## src/rtl/cnn_pkg.sv

```systemverilog
// cnn_pkg: shared types and constants for the CNN host-side feeder
package cnn_pkg;
    localparam int PIX_W = 16;
    localparam int CAT_W = 4;
    typedef logic signed [PIX_W-1:0] pixel_t;
    typedef logic signed [CAT_W-1:0] cat_t;
    typedef enum logic [2:0] {IDLE, LOAD, WAIT_STORE, START, RUN, REPORT} feeder_state_t;
    function automatic logic [7:0] sat_inc(input logic [7:0] v);
        return (v == 8'hff) ? v : v + 8'd1;
    endfunction
endpackage

```

## src/rtl/feeder_timeout_ctr.sv

```systemverilog
// feeder_timeout_ctr: counts enabled cycles since the last clear and flags when LIMIT is reached
module feeder_timeout_ctr #(
    parameter int LIMIT = 65535
) (
    input  logic clk,
    input  logic reset,
    input  logic clear,
    input  logic enable,
    output logic expired
);
    localparam int W = $clog2(LIMIT + 1);
    logic [W-1:0] count;
    assign expired = count == W'(LIMIT);
    always_ff @(posedge clk or posedge reset) begin
        if (reset) count <= '0;
        else if (clear) count <= '0;
        else if (enable && !expired) count <= count + W'(1);
    end
endmodule

```

## src/rtl/image_feeder.sv

```systemverilog
// image_feeder: streams images from pixel memory into the CNN core and reports one result per image
module image_feeder
    import cnn_pkg::*;
#(
    parameter int NUM_PIXELS = 784,
    parameter int NUM_IMAGES = 10,
    parameter int TIMEOUT    = 65535
) (
    input  logic                    clk,
    input  logic                    reset,
    input  logic                    run,
    output logic [19:0]             mem_addr,
    output logic                    mem_rd,
    input  logic signed [PIX_W-1:0] mem_data,
    input  logic signed [CAT_W-1:0] label,
    output logic signed [PIX_W-1:0] image_pixel,
    output logic                    store,
    input  logic                    store_finish,
    output logic                    net_start,
    input  logic signed [CAT_W-1:0] categories,
    input  logic                    one_end,
    output logic                    res_valid,
    input  logic                    res_ready,
    output logic signed [CAT_W-1:0] res_category,
    output logic [7:0]              res_index,
    output logic                    res_timeout,
    output logic [7:0]              correct_cnt,
    output logic                    busy,
    output logic                    done
);
    localparam int PW = $clog2(NUM_PIXELS + 1);
    feeder_state_t state;
    logic [PW-1:0] pix_cnt;
    logic [7:0]    img_idx;
    logic          expired;
    logic          timing;

    // one counter serves both waits; START between them clears it
    assign timing = (state == WAIT_STORE) || (state == RUN);

    feeder_timeout_ctr #(.LIMIT(TIMEOUT)) u_timeout (
        .clk    (clk),
        .reset  (reset),
        .clear  (!timing),
        .enable (1'b1),
        .expired(expired)
    );

    assign busy        = state != IDLE;
    assign image_pixel = store ? mem_data : '0;

    always_ff @(posedge clk or posedge reset) begin
        if (reset) begin
            state        <= IDLE;
            pix_cnt      <= '0;
            img_idx      <= '0;
            mem_addr     <= '0;
            mem_rd       <= 1'b0;
            store        <= 1'b0;
            net_start    <= 1'b0;
            res_valid    <= 1'b0;
            res_category <= '0;
            res_index    <= '0;
            res_timeout  <= 1'b0;
            correct_cnt  <= '0;
            done         <= 1'b0;
        end else begin
            store <= mem_rd;
            done  <= 1'b0;
            case (state)
                IDLE: if (run) begin
                    state       <= LOAD;
                    img_idx     <= '0;
                    correct_cnt <= '0;
                    mem_rd      <= 1'b1;
                    mem_addr    <= '0;
                    pix_cnt     <= PW'(1);
                end
                LOAD: begin
                    if (pix_cnt != PW'(NUM_PIXELS)) begin
                        mem_rd   <= 1'b1;
                        mem_addr <= mem_addr + 20'd1;
                        pix_cnt  <= pix_cnt + PW'(1);
                    end else mem_rd <= 1'b0;
                    if (store && !mem_rd) state <= WAIT_STORE;
                end
                WAIT_STORE: if (store_finish) begin
                    state     <= START;
                    net_start <= 1'b1;
                end else if (expired) begin
                    state        <= REPORT;
                    res_valid    <= 1'b1;
                    res_timeout  <= 1'b1;
                    res_category <= '0;
                    res_index    <= img_idx;
                end
                START: begin
                    net_start <= 1'b0;
                    state     <= RUN;
                end
                RUN: if (one_end || expired) begin
                    state        <= REPORT;
                    res_valid    <= 1'b1;
                    res_index    <= img_idx;
                    res_timeout  <= !one_end;
                    res_category <= one_end ? categories : '0;
                    if (one_end && categories == label) correct_cnt <= sat_inc(correct_cnt);
                end
                REPORT: if (res_ready) begin
                    res_valid <= 1'b0;
                    if (img_idx == 8'(NUM_IMAGES - 1)) begin
                        state <= IDLE;
                        done  <= 1'b1;
                    end else begin
                        // images are contiguous, so the next base follows the last address read
                        state    <= LOAD;
                        img_idx  <= img_idx + 8'd1;
                        mem_rd   <= 1'b1;
                        mem_addr <= mem_addr + 20'd1;
                        pix_cnt  <= PW'(1);
                    end
                end
                default: state <= IDLE;
            endcase
        end
    end
endmodule

```

## config.mk

```make
export PLATFORM = sky130hd
export DESIGN_NAME = image_feeder
export DESIGN_NICKNAME = d
export VERILOG_FILES = /design/src/rtl/cnn_pkg.sv /design/src/rtl/feeder_timeout_ctr.sv /design/src/rtl/image_feeder.sv
export SDC_FILE = /design/constraint.sdc
export NUM_CORES = 1
export LEC_CHECK = 0
export CAP_MARGIN = 30
export CORE_MARGIN = 2
export CORE_UTILIZATION = 52
export DETAILED_ROUTE_END_ITERATION = 12
export PLACE_DENSITY = 0.79
export SLEW_MARGIN = 20
export SYNTH_ARGS = -nofsm -noshare
export SYNTH_HDL_FRONTEND = slang
export SYNTH_HIERARCHICAL = 1
export SYNTH_SLANG_ARGS = --single-unit
```

## constraint.sdc

```tcl
create_clock -name clk -period 3 [get_ports clk]
set_input_delay 0.6 -clock clk [delete_from_list [all_inputs] [get_ports clk]]
set_output_delay 0.6 -clock clk [all_outputs]
set_load 0.005 [all_outputs]
```

==> impl_table.tex <==
\begin{tabular}{lr}
\hline
Metric & Value \\
\hline
\multicolumn{2}{l}{\textbf{Final layout}} \\
Number of nets in the final layout & 639 \\
Layout overhead on the synthesized area & 27.48\% \\
Commonest cells after routing, fill and taps aside & 92 x clkdlybuf4s50\_1, 83 x dfrtp\_1, 44 x nor2\_1, 34 x nand2\_1 \\
Layout fillers & 734 \\
Fraction of final layout cells with drive strength greater than 1 & 0.1170 \\
Ant. Diodes & 0 \\
Most frequent standard cell in the layout excluding fill and tap cells & clkdlybuf4s50\_1 \\
\multicolumn{2}{l}{\textbf{Critical path}} \\
CP startpoint kind & flop \\
Slowest stage cell, crit path & or4\_4 \\
Critical path class & reg2reg \\
Largest driver fanout on the critical path & 13 \\
Crit-path max cell delay & 0.61 ns \\
Worst setup EP type & flop \\
Required arrival time at the worst endpoint & 3.23 ns \\
Arrival time at the worst endpoint & 2.68 ns \\
CP cell instances & inv\_1, ha\_1, or4b\_1, or4\_4, and2\_1, a41oi\_2, a31oi\_1 \\
\multicolumn{2}{l}{\textbf{Global routing}} \\
Via count of the first global-routing pass & 4096 \\
First-pass GRT wire length & 19.65 mm \\
Initial antenna violation count & 0 \\
Overflow left after global routing & 0 \\
Pin count of the biggest net entering global routing & 36 \\
Overall global routing resource usage & 0.2442 \\
\multicolumn{2}{l}{\textbf{Clocking}} \\
H-tree Lvls & 3 \\
Number of buffers inserted during clock tree synthesis & 9 \\
Clock latency on the worst-skew pair & 0.36 ns \\
Number of clock sinks & 83 \\
Post\_cts resized & 0 \\
Root cell of the clock tree & clkbuf\_8 \\
Post-CTS setup repair buffer count & 0 \\
CTS clock-pin slew for the worst setup and hold paths & 0.09 ns \\
TritonCTS clock tree & yes \\
Count of hold-fix buffers inserted at cts & 0 \\
Deepest clock path buffer count & 2 \\
\multicolumn{2}{l}{\textbf{Synth}} \\
Area of the mapped netlist & 4795 sq um \\
Top cells by area, synth & dfrtp\_1 43\%, mux2\_2 3.8\%, nor2\_1 3.4\% \\
EDFF count, synth & 0 \\
Average cell area after synthesis & 9.570 sq um \\
Most instantiated flip-flop cell in the synthesis netlist & dfrtp\_1 \\
Share of flip-flops with an asynchronous set or reset after synthesis & 1.000 \\
Adder-Cell Fraction of Synth Area & 0.01827 \\
Post-Synth XOR/XNOR Area & 0.02740 \\
Distinct cells, synth & 82 \\
Simple-gate portion of the synthesized area & 0.2714 \\
Synth top area share & 0.4332 \\
Combinational family with the most area after synthesis & simple AND/OR/NAND/NOR gates \\
Multiplexer fraction of the synthesized cell area & 0.04175 \\
Synth Warn \# & 6 \\
Fraction of the yosys area taken by sequential cells & 0.4332 \\
Number of synthesized register bits & 83 \\
Compound-gate portion of the synthesized area & 0.1686 \\
Cell taking the most area after synthesis & dfrtp\_1 \\
Number of standard cells after synthesis & 501 \\
\multicolumn{2}{l}{\textbf{Power}} \\
Overall power of the completed layout & 3.240 mW \\
Power per cell area & 530.0 nW/um\^{}2 \\
Share of total power in combinational logic & 0.293 \\
Switching Power & 1.002 mW \\
Worst supply voltage drop on vdd & 0.3043 mV \\
Clock network fraction of design power & 0.305 \\
Internal power & 2.238 mW \\
Portion of total power attributed to sequential cells & 0.402 \\
Fraction of power spent switching nets & 0.3092 \\
Static leakage & 2.526 nW \\
\multicolumn{2}{l}{\textbf{Route}} \\
Antenna Violating Nets Remaining & 0 \\
Initial DRC count & 279 \\
Final routed wirelength across all metal layers & 11.67 mm \\
First drt pass iteration count & 6 \\
Detailed route wirelength on metal3 & 873 microns \\
Sum of met2 wire segment lengths after detailed routing & 5.641 mm \\
Detailed-route wire length per cell & 16.26 microns \\
Avg Vias per Cell & 6.004 \\
Remaining design rule violation count & 0 \\
Met1 wire length & 4.958 mm \\
Vias & 4311 \\
Highest signal layer in the routed design & met4 \\
\multicolumn{2}{l}{\textbf{Floorplan}} \\
Die Area & 10000 sq um \\
Cell row count & 35 \\
Starting density of the core & 0.5264 \\
Placeable Area & 9109 sq um \\
Die boundary height & 100.0 microns \\
Count of boundary I/O pins & 93 \\
Die X-Extent & 100.0 microns \\
\multicolumn{2}{l}{\textbf{Timing}} \\
Endpoints failing hold & 0 \\
Setup violation total in the final timing report & 0 \\
Highest Clock Rate & 408.3 MHz \\
Final critical path time including I/O delays and setup & 2.449 ns \\
Setup repair after global routing missed its margin & no \\
Crit share post-route & 0.8164 \\
Sum Neg Setup Slack & 0 ns \\
Measured slew at the worst slew-check pin & 0.7025 ns \\
Worst setup skew after layout & 0.01067 ns \\
Final count of pins violating max slew & 0 \\
Max\_slew headroom & 0.5310 \\
\multicolumn{2}{l}{\textbf{Placement}} \\
Final Wtd Congestion & 0.8736 \\
Post-detail-place hpwl & 8.526 mm \\
\# port buffers & 92 \\
\multicolumn{2}{l}{\textbf{Job}} \\
\# Max-Cap Violations & 0 \\
\multicolumn{2}{l}{\textbf{Outcome}} \\
Status & completed \\
\multicolumn{2}{l}{\textbf{Worst hold path}} \\
Class of the tightest hold or removal check & reg2reg \\
\hline
\end{tabular}
## stage by stage
step / instances / worst slack [ns] / area [sq um] / utilization / hold WS, ns
6_report: 718 / 0.5507 / 6112 / 0.6710 / 0.4356
2_1_floorplan: 505 / 0.7168 / 4810 / - / 0.4154
3_3_place_gp: 702 / 0.4045 / 5869 / 0.6444 / 0.4150
4_1_cts: 718 / 0.5576 / 6112 / 0.6710 / 0.4440
5_1_grt: 718 / 0.3599 / 6112 / 0.6710 / 0.4675
3_5_place_dp: 702 / 0.3710 / 5869 / 0.6444 / 0.4283
## logic make-up after synthesis
logic type                 count (synthesis)
AOI/OAI and AO/OA                        118
buffers and inverters                     37
muxes                                     18
DFF                                       83
xor gates and xnor gates                  15
other                                      1
and+or+nand+nor                          222
adders and majority gates                  7
## synth_stat cells, drive strengths merged (3+ instances only)
master   n
xor2     6
buf     10
xnor2    9
nand3   26
o21ai   32
nand4   16
or4      8
nor3    13
o31ai    5
nor2b   13
or2      4
o211ai   4
a21o     4
inv     16
and2    20
nand2b   6
or3      6
and3     7
mux2    16
nor4     6
ha       7
nor2    44
dfrtp   83
a31oi    8
a32o     4
nand2   34
nor4b    5
a21oi   30
clkbuf  10
o21a     3
## power by group through the flow
stage                     combinational [mW]  clock [mW]  sequential [mW]
final                                  0.951       0.988             1.30
after global routing                    1.03        1.05             1.31
after CTS                              0.948       0.996             1.30
after detailed placement               0.943           0             1.32
after global placement                 0.918           0             1.32
after floorplan                        0.553           0             1.31
## sequential cells by signal, indices dropped and copies added (netlist names)
signal / cells
state: 3
u_timeout/count: 16
mem_rd: 1
res_valid: 1
done: 1
mem_addr: 20
correct_cnt: 8
res_category: 4
pix_cnt: 10
store: 1
res_timeout: 1
img_idx: 8
res_index: 8
net_start: 1
## area by class of cell
class | count | area, sq um | share of cell area
inverter | 16 | 60.06 | 0.009826
clock inverter | 4 | 97.59 | 0.01597
multi-input combinational | 385 | 2547 | 0.4168
sequential | 83 | 2077 | 0.3398
timing repair buffer | 107 | 1046 | 0.1711
tap | 111 | 138.9 | 0.02272
clock buffer | 12 | 145.1 | 0.02375
## critical path, delay by kind of cell, from the launching register on
family / cells / cell delay (ns)
adder cells (fa/ha/maj): 1 / 0.16
buffers and inverters: 1 / 0.10
AO/OA/AOI/OAI: 2 / 0.30
AND/OR/NAND/NOR: 3 / 1.37
flip-flops: 1 / 0.40
## metal layers
| metal | vias up | global-route usage |
|---|---|---|
| met5 | - | 0 |
| met4 | 0 | 0.07798 |
| met3 | 18 | 0.05014 |
| met2 | 185 | 0.4090 |
| met1 | 2077 | 0.3205 |
| li1 | 2031 | - |
## worst paths after layout
| path | from | endpoint | slack [ns] | depth (start not counted) |
|---|---|---|---|---|
| max reg2reg | pix_cnt[0] | mem_addr[7] | 0.55 | 7 |
| min | mem_rd | store | 0.44 | 0 |
| max | pix_cnt[0] | mem_addr[7] | 0.55 | 7 |
| min in group asynchronous | reset | u_timeout/count[10] | 0.66 | 2 |
| min reg2reg | mem_rd | store | 0.44 | 0 |
| max in group asynchronous | reset | pix_cnt[0] | 1.68 | 3 |
No activity file was read; power rests on OpenSTA's default activity.
